### src/rtl/exc_ctrl.sv
// rtl/exc_ctrl.sv - exception sequencer for the single-cycle LEGv8 core
module exc_ctrl #(
  parameter int unsigned      XLEN        = 64,
  parameter logic [XLEN-1:0]  VECTOR_ADDR = 64'h00000000000000D8,
  parameter int unsigned      CNT_W       = 8
) (
  input  logic             clk,
  input  logic             reset,
  input  logic [XLEN-1:0]  pc,
  input  logic             invalid_op,
  input  logic             eret,
  input  logic             irq_req,
  input  logic             irq_en,
  output logic             kill,
  output logic [1:0]       pc_sel,
  output logic [XLEN-1:0]  elr,
  output logic [3:0]       esr,
  output logic             irq_ack,
  output logic             in_handler,
  output logic             double_fault,
  output logic [CNT_W-1:0] exc_count
);

  typedef enum logic [1:0] {
    ST_RUN     = 2'd0,
    ST_ENTER   = 2'd1,
    ST_HANDLER = 2'd2,
    ST_EXIT    = 2'd3
  } state_t;

  localparam logic [3:0] ESR_NONE = 4'b0000;
  localparam logic [3:0] ESR_IRQ  = 4'b0001;
  localparam logic [3:0] ESR_INV  = 4'b0010;

  localparam logic [1:0] SEL_SEQ = 2'b00;
  localparam logic [1:0] SEL_VEC = 2'b01;
  localparam logic [1:0] SEL_ELR = 2'b10;

  state_t     state;
  state_t     state_nxt;
  logic       bad_op;
  logic       take;
  logic [1:0] pc_sel_nxt;

  // The vector address itself is selected by the PC mux outside this block;
  // this controller only drives the select code.
  logic unused_vec;
  assign unused_vec = ^VECTOR_ADDR;

  // ERet outside a handler has no saved context, so it faults like an
  // undefined opcode.
  assign bad_op = invalid_op | eret;
  assign take   = bad_op | (irq_req & irq_en);

  // State register.
  always_ff @(posedge clk) begin
    if (reset) begin
      state <= ST_RUN;
    end else begin
      state <= state_nxt;
    end
  end

  // Next-state selection.
  always_comb begin
    state_nxt = state;
    case (state)
      ST_RUN: begin
        if (take) begin
          state_nxt = ST_ENTER;
        end
      end
      ST_ENTER: begin
        state_nxt = ST_HANDLER;
      end
      ST_HANDLER: begin
        // A fault inside the handler wins over a simultaneous ERet.
        if (eret && !invalid_op) begin
          state_nxt = ST_EXIT;
        end
      end
      ST_EXIT: begin
        state_nxt = ST_RUN;
      end
      default: begin
        state_nxt = ST_RUN;
      end
    endcase
  end

  // Combinational outputs and the select code for the coming state.
  always_comb begin
    kill       = 1'b0;
    irq_ack    = 1'b0;
    in_handler = 1'b0;
    pc_sel_nxt = SEL_SEQ;
    case (state)
      ST_RUN: begin
        kill = take;
      end
      ST_ENTER: begin
        kill    = 1'b1;
        irq_ack = (esr == ESR_IRQ);
      end
      ST_HANDLER: begin
        in_handler = 1'b1;
        kill       = invalid_op;
      end
      ST_EXIT: begin
        kill = 1'b1;
      end
      default: begin
        kill = 1'b0;
      end
    endcase
    case (state_nxt)
      ST_ENTER: pc_sel_nxt = SEL_VEC;
      ST_EXIT:  pc_sel_nxt = SEL_ELR;
      default:  pc_sel_nxt = SEL_SEQ;
    endcase
    if (reset) begin
      kill    = 1'b0;
      irq_ack = 1'b0;
    end
  end

  // Exception context: return address, cause, counters and the PC select.
  always_ff @(posedge clk) begin
    if (reset) begin
      pc_sel       <= SEL_SEQ;
      elr          <= '0;
      esr          <= ESR_NONE;
      double_fault <= 1'b0;
      exc_count    <= '0;
    end else begin
      pc_sel <= pc_sel_nxt;
      case (state)
        ST_RUN: begin
          if (take) begin
            // The killed instruction is re-executed, so no PC offset.
            elr <= pc;
            esr <= bad_op ? ESR_INV : ESR_IRQ;
            if (exc_count != {CNT_W{1'b1}}) begin
              exc_count <= exc_count + 1'b1;
            end
          end
        end
        ST_HANDLER: begin
          if (invalid_op) begin
            double_fault <= 1'b1;
          end
        end
        ST_EXIT: begin
          esr <= ESR_NONE;
        end
        default: begin
          esr <= esr;
        end
      endcase
    end
  end

endmodule
### config.mk
export PLATFORM = sky130hd
export DESIGN_NAME = exc_ctrl
export DESIGN_NICKNAME = d
export VERILOG_FILES = /design/src/rtl/exc_ctrl.sv
export SDC_FILE = /design/constraint.sdc
export NUM_CORES = 1
export LEC_CHECK = 0
export CORE_MARGIN = 3
export CORE_UTILIZATION = 44
export CTS_BUF_LIST = sky130_fd_sc_hd__clkbuf_16
export DETAILED_ROUTE_END_ITERATION = 7
export MAX_ROUTING_LAYER = met4
export PLACE_DENSITY = 0.85
export RECOVER_POWER = 25
export SLEW_MARGIN = 20
export SYNTH_ARGS = -nofsm -noshare
export SYNTH_HDL_FRONTEND = slang
export SYNTH_SLANG_ARGS = --single-unit
### constraint.sdc
create_clock -name clk -period 3.5 [get_ports clk]
set_clock_uncertainty 0.05 [all_clocks]
set_input_delay 0.7 -clock clk [delete_from_list [all_inputs] [get_ports clk]]
set_output_delay 0.7 -clock clk [all_outputs]
set_load 0.02 [all_outputs]
# After elaboration in Yosys (flattened, before gate mapping)
# Cells that the tools add are included.
# op_classes
magnitude_cmp	0
muxes	12
mul	0
reduce_logical	9
bitwise_logic	3
eq_ne	8
shifts	0
div	0
n_addsub	1
# ops
operator	count
$add A8 B1 Y8 const B	1
$ne A8 B8 Y1 const B	1
$pmux W2 S4	1
$pmux W4 S2	1
$eq A2 B2 Y1 const B	3
$mux W2	3
$reduce_and A2 Y1	3
$eq A2 B1 Y1 const B	2
$eq A4 B1 Y1 const B	1
$mux W1	4
$mux W4	1
$pmux W2 S2	1
$pmux W1 S3	1
$reduce_and A3 Y1	1
$logic_not A2 Y1	1
$ne A2 B2 Y1 const B	1
$or A1 B1 Y1	2
$reduce_bool A2 Y1	1
$reduce_or A2 Y1	1
$and A1 B1 Y1	1
$logic_and A1 B1 Y1	1
$logic_not A1 Y1	1
# totals
out_inout_bits	82
mem_bits_rw	0
input_bits	70
mem_count	0
reg_bits	81
latchBits	0
elab_cells	39
romBits	0

# Depth between registers and ports, before layout
# Gate-level depths: netlist of run 1.
# depth
depth_word	6
depth_mapped	7
mapped_depth_nobuf	5

# Worst setup path before layout of run 1
# Ideal clock, no wire load.
# synth_path
path_kind	register -> output
start	register state[0]
end	output port kill
path_buffers	2
t_arrival_ns	1.599
path_slack_ns	1.151
path_stages_with_launch	6
required_time_ns	2.750
path_cell_list	dfxtp_1 -> inv_1 -> ha_1 -> buf_2 -> buf_1 -> a211oi_1
# synth_via
elab_chain_len	4
word_cells_on_any_way	7
cone_classes	3 x eq/ne; 2 x mux; 2 x reduce/logical
# synth_rtl
item	line	rtl
start: declaration	39	state_t state;
start signal: assignment	60	state <= state_nxt;
$eq A2 B2 Y1 / $eq A2 B1 Y1 (equally long branches)	97	case (state)
$reduce_or A2 Y1 (no source line)	-	
$pmux W1 S3 (*)	97	
$mux W1 (*)	121	if (reset) begin
end: declaration	14	output logic kill,
# Every way passes the cells marked *; elsewhere a longest branch is shown, timed or not.

# Final worst setup path of run 1
# layout_path
start	input port invalid_op
end	output port kill
# layout_via
elab_chain_len	4
# layout_rtl
item	line	rtl
start: declaration	10	input logic invalid_op,
$or A1 B1 Y1	52	assign bad_op = invalid_op | eret;
$or A1 B1 Y1	53	assign take = bad_op | (irq_req & irq_en);
$pmux W1 S3 (*)	97	
$mux W1 (*)	121	
# Marks and branches as above.

==> flow_summary_export.csv, run 1 <==
group,metric,value,unit
floorplan,core_area,0.00698,mm^2
drt,wl_per_cell,16.6,um
drt,route.vias.total,3420,
grt,antenna_found_initial,0,
clocking,cts_setup_buffers,0,
sta,setup-tns-final,0,ns
outcome,outcome,"finished, final reports clean",
worst_setup_path,worst_ep_arrival_time,2.47,ns
drt,drc,0,
worst_setup_path,reg2reg_from,"state[0]",
power,total_power,3.33,mW
cells_and_area,area_delta_synth_final,53.4,%
grt,groute.usage.overall,0.232,
sta,relSlewSlack,0.343,
placed_design,io_buffers,149,
synth,ys_ff_latch,79,
worst_setup_path,cp.depth,4,
sta,drv_slew,0,
grt,grt_pass1_wl,15800,um
cells_and_area,multi_input_area,0.00146,mm^2
clocking,htree_levels,3,
drt,wl,10100,um
synth,yosys.area_share.adder,0.0193,
worst_setup_path,cp_top_family,"buffers and inverters",
grt,grt_pass1_vias,3142,
power,peakVddDrop,0.448,mV
synth,ys_warn_count,0,
power,cellPowerDensity,669,mW/mm^2
drt,drtIter0Drc,250,
worst_setup_path,path_buf_inv,2,
cells_and_area,stdcell_count,609,
synth,netlist_instances,383,
placed_design,gp_congestion,0.842,
worst_setup_path,cp_slowest_cell,"dlygate4sd3_1",
job,max_cap_violations,0,
worst_setup_path,crit_path_end_kind,"output port",
drt,vias_per_cell,5.62,
grt,grt_overflow_total,0,
clocking,cts_resized,0,
synth,synthMuxAreaShare,0.0100,
clocking,cts_root_buf,"clkbuf_16",
cells_and_area,nFillCells,547,
worst_setup_path,slowest_delay,0.71,ns
floorplan,die_area,0.00845,mm^2
cells_and_area,nets,583,
clocking,clockBufferDepth,2,
synth,ys_seq_area_frac,0.487,
cells_and_area,diodes,0,
worst_setup_path,start_kind,"input pin",
sta,hold_violations,0,
synth,synth.distinct_cells,40,
worst_setup_path,critical_path.startpoint,"invalid_op",
synth,synth-simple-area-share,0.157,
floorplan,std_cell_rows,30,
placed_design,dpl.hpwl,6600,um
floorplan,initial_utilization,0.465,
floorplan,ios,152,
drt,firstDrtPassIters,6,
worst_setup_path,path_class,"in -> out",
clocking,cts_hold_buf,0,
worst_setup_path,path_max_fanout,6,
sta,setup_viol,0,
sta,rsz0062_at_grt,"false",
min_path,min_path_type,"reg -> reg",
worst_setup_path,rrSetupSlack,1.22,ns
cells_and_area,layout-drive-gt1-share,0.0507,
worst_setup_path,reg2regPathDepth,6,
clocking,clk_latency,0.32,ns
clocking,clkTransAtPathRegs,0.06,ns
sta,finalCritPeriodShare,0.920,
floorplan,chipHeight,91.9,um
clocking,cts.sinks,79,
cells_and_area,seq_area,0.00158,mm^2
worst_setup_path,timing.rr.end,"exc_count[4]",
synth,synth_compound_area_frac,0.259,
sta,worst_pin_slew,0.985,ns
clocking,tritoncts,"yes",
worst_setup_path,crit_end,"kill",
worst_setup_path,worstPathCellList,"dlygate4sd3_1 -> a2111oi_0 -> a211oi_1 -> clkdlybuf4s50_1",
synth,syn_area_per_cell,8.48,um^2
power,power.leakage,1.88,nW
grt,grt_max_degree,76,
sta,max_clock_freq,0.310,GHz
placed_design,dp.cells,593,
clocking,cts_buffers,9,
synth,syn_area,0.00325,mm^2
synth,synthXorXnorAreaFrac,0,
sta,fin_crit,3.22,ns
drt,ant_nets,0,
worst_setup_path,required,2.75,ns
floorplan,die_w,91.9,um
synth,synth_top_family_by_area,"compound AO/OA/AOI/OAI gates",
## kinds of logic (layout without fill, tap and decap cells)
kind of cell | count (synthesis) | in the layout
AND/OR/NAND/NOR | 98 | 98
adder cells (fa/ha/maj) | 5 | 5
other | 1 | 2
buffers and inverters | 44 | 173
AO/OA/AOI/OAI | 153 | 153
multiplexers | 3 | 3
flip-flops | 79 | 79
## stage by stage
stage	hold slack [ns]	setup slack, ns	util	cell area (um^2)
after floorplan	0.503	1.15	-	3250
after global placement	0.405	0.424	0.672	4690
after detailed placement	0.415	0.363	0.672	4690
after CTS	0.425	0.358	0.714	4980
after global routing	0.444	0.227	0.714	4980
final	0.422	0.279	0.714	4980
## registers in the layout, summed over array words and instances, names as in the netlist
| signal | cells |
|---|---|
| elr | 64 |
| exc_count | 8 |
| esr | 2 |
| pc_sel | 2 |
| state | 2 |
| double_fault | 1 |
## cell usage after synthesis (all sizes together)
cell	n	area share
nor3b	2	0.0046
inv	3	0.0035
nor4bb	1	0.0031
a211o	1	0.0027
or3	1	0.0019
nor2b	4	0.0077
nand4	1	0.0019
nor2	7	0.0081
a41oi	2	0.0054
nand2b	3	0.0058
and4	2	0.0054
clkbuf	13	0.016
buf	28	0.047
and2	1	0.0019
nor4	1	0.0019
nand3	66	0.10
o21ai	65	0.10
o21a	1	0.0023
conb	1	0.0012
mux2i	1	0.0031
dfxtp	79	0.49
a21boi	1	0.0023
nand2	6	0.0069
a211oi	6	0.019
and3	3	0.0058
mux2	2	0.0069
o22ai	1	0.0019
a31oi	4	0.0077
a2111oi	1	0.0027
a21oi	67	0.10
ha	5	0.019
a311oi	4	0.011
## worst min path at each step
stage,cells past startpoint,end,from
final,2,elr[36],elr[36]
after CTS,2,elr[38],elr[38]
after detailed placement,2,double_fault,double_fault
after global placement,2,double_fault,double_fault
after global routing,2,elr[17],elr[17]
after floorplan,2,esr[0],esr[0]
## layer usage
layer  track usage  share of wire
met1         0.287           0.41
met5             -              0
met4        0.0916          0.023
met3        0.0418          0.055
met2         0.378           0.51
## power by group
| part | internal [mW] | leakage (nW) | switching, mW | total (mW) |
|---|---|---|---|---|
| Sequential | 1.08 | 0.650 | 0.0849 | 1.16 |
| Combinational | 0.516 | 1.09 | 0.750 | 1.27 |
| Clock | 0.546 | 0.138 | 0.362 | 0.908 |
| Total | 2.14 | 1.88 | 1.20 | 3.33 |
## placed cells by master (no fill, tap or decap), drive strengths merged, types with 2 or more instances in the layout
master           n
a311oi           4
a21oi           67
inv              4
clkinv           3
ha               5
nor2b            4
nand2            6
and4             2
o21ai           65
dlygate4sd3     38
nor2             7
conb             2
a211oi           6
dfxtp           79
clkdlybuf4s50  110
nand3           66
clkbuf           9
and3             3
mux2             2
clkinvlp         2
buf              6
a31oi            4
nand2b           3
nor3b            2
a41oi            2
## worst reg2reg max path, stage by stage, from the launching register on
cell and delay (ns):
dfxtp_1 0.34, inv_1 0.09, ha_2 0.22, buf_4 0.62
nand2_1 0.19, nor4_1 0.29, mux2_2 0.36
## cell type report
cell class / count / area share
clock buffer: 9 / 0.0452
clock inverter: 7 / 0.0131
inverter: 3 / 0.00226
multi-input combinational: 261 / 0.292
sequential: 79 / 0.317
tap: 96 / 0.0241
timing repair buffer: 154 / 0.306
No activity file was read; power rests on OpenSTA's default activity.
==> run 2: changes to the inputs <==
--- a/config.mk
+++ b/config.mk
@@ -5,6 +5,7 @@
 export SDC_FILE = /design/constraint.sdc
 export NUM_CORES = 1
 export LEC_CHECK = 0
+export CAP_MARGIN = 20
 export CORE_MARGIN = 3
 export CORE_UTILIZATION = 44
 export CTS_BUF_LIST = sky130_fd_sc_hd__clkbuf_16
==> results of run 2 <==
The final DEF is identical to that of run 1; final timing and power are the same.
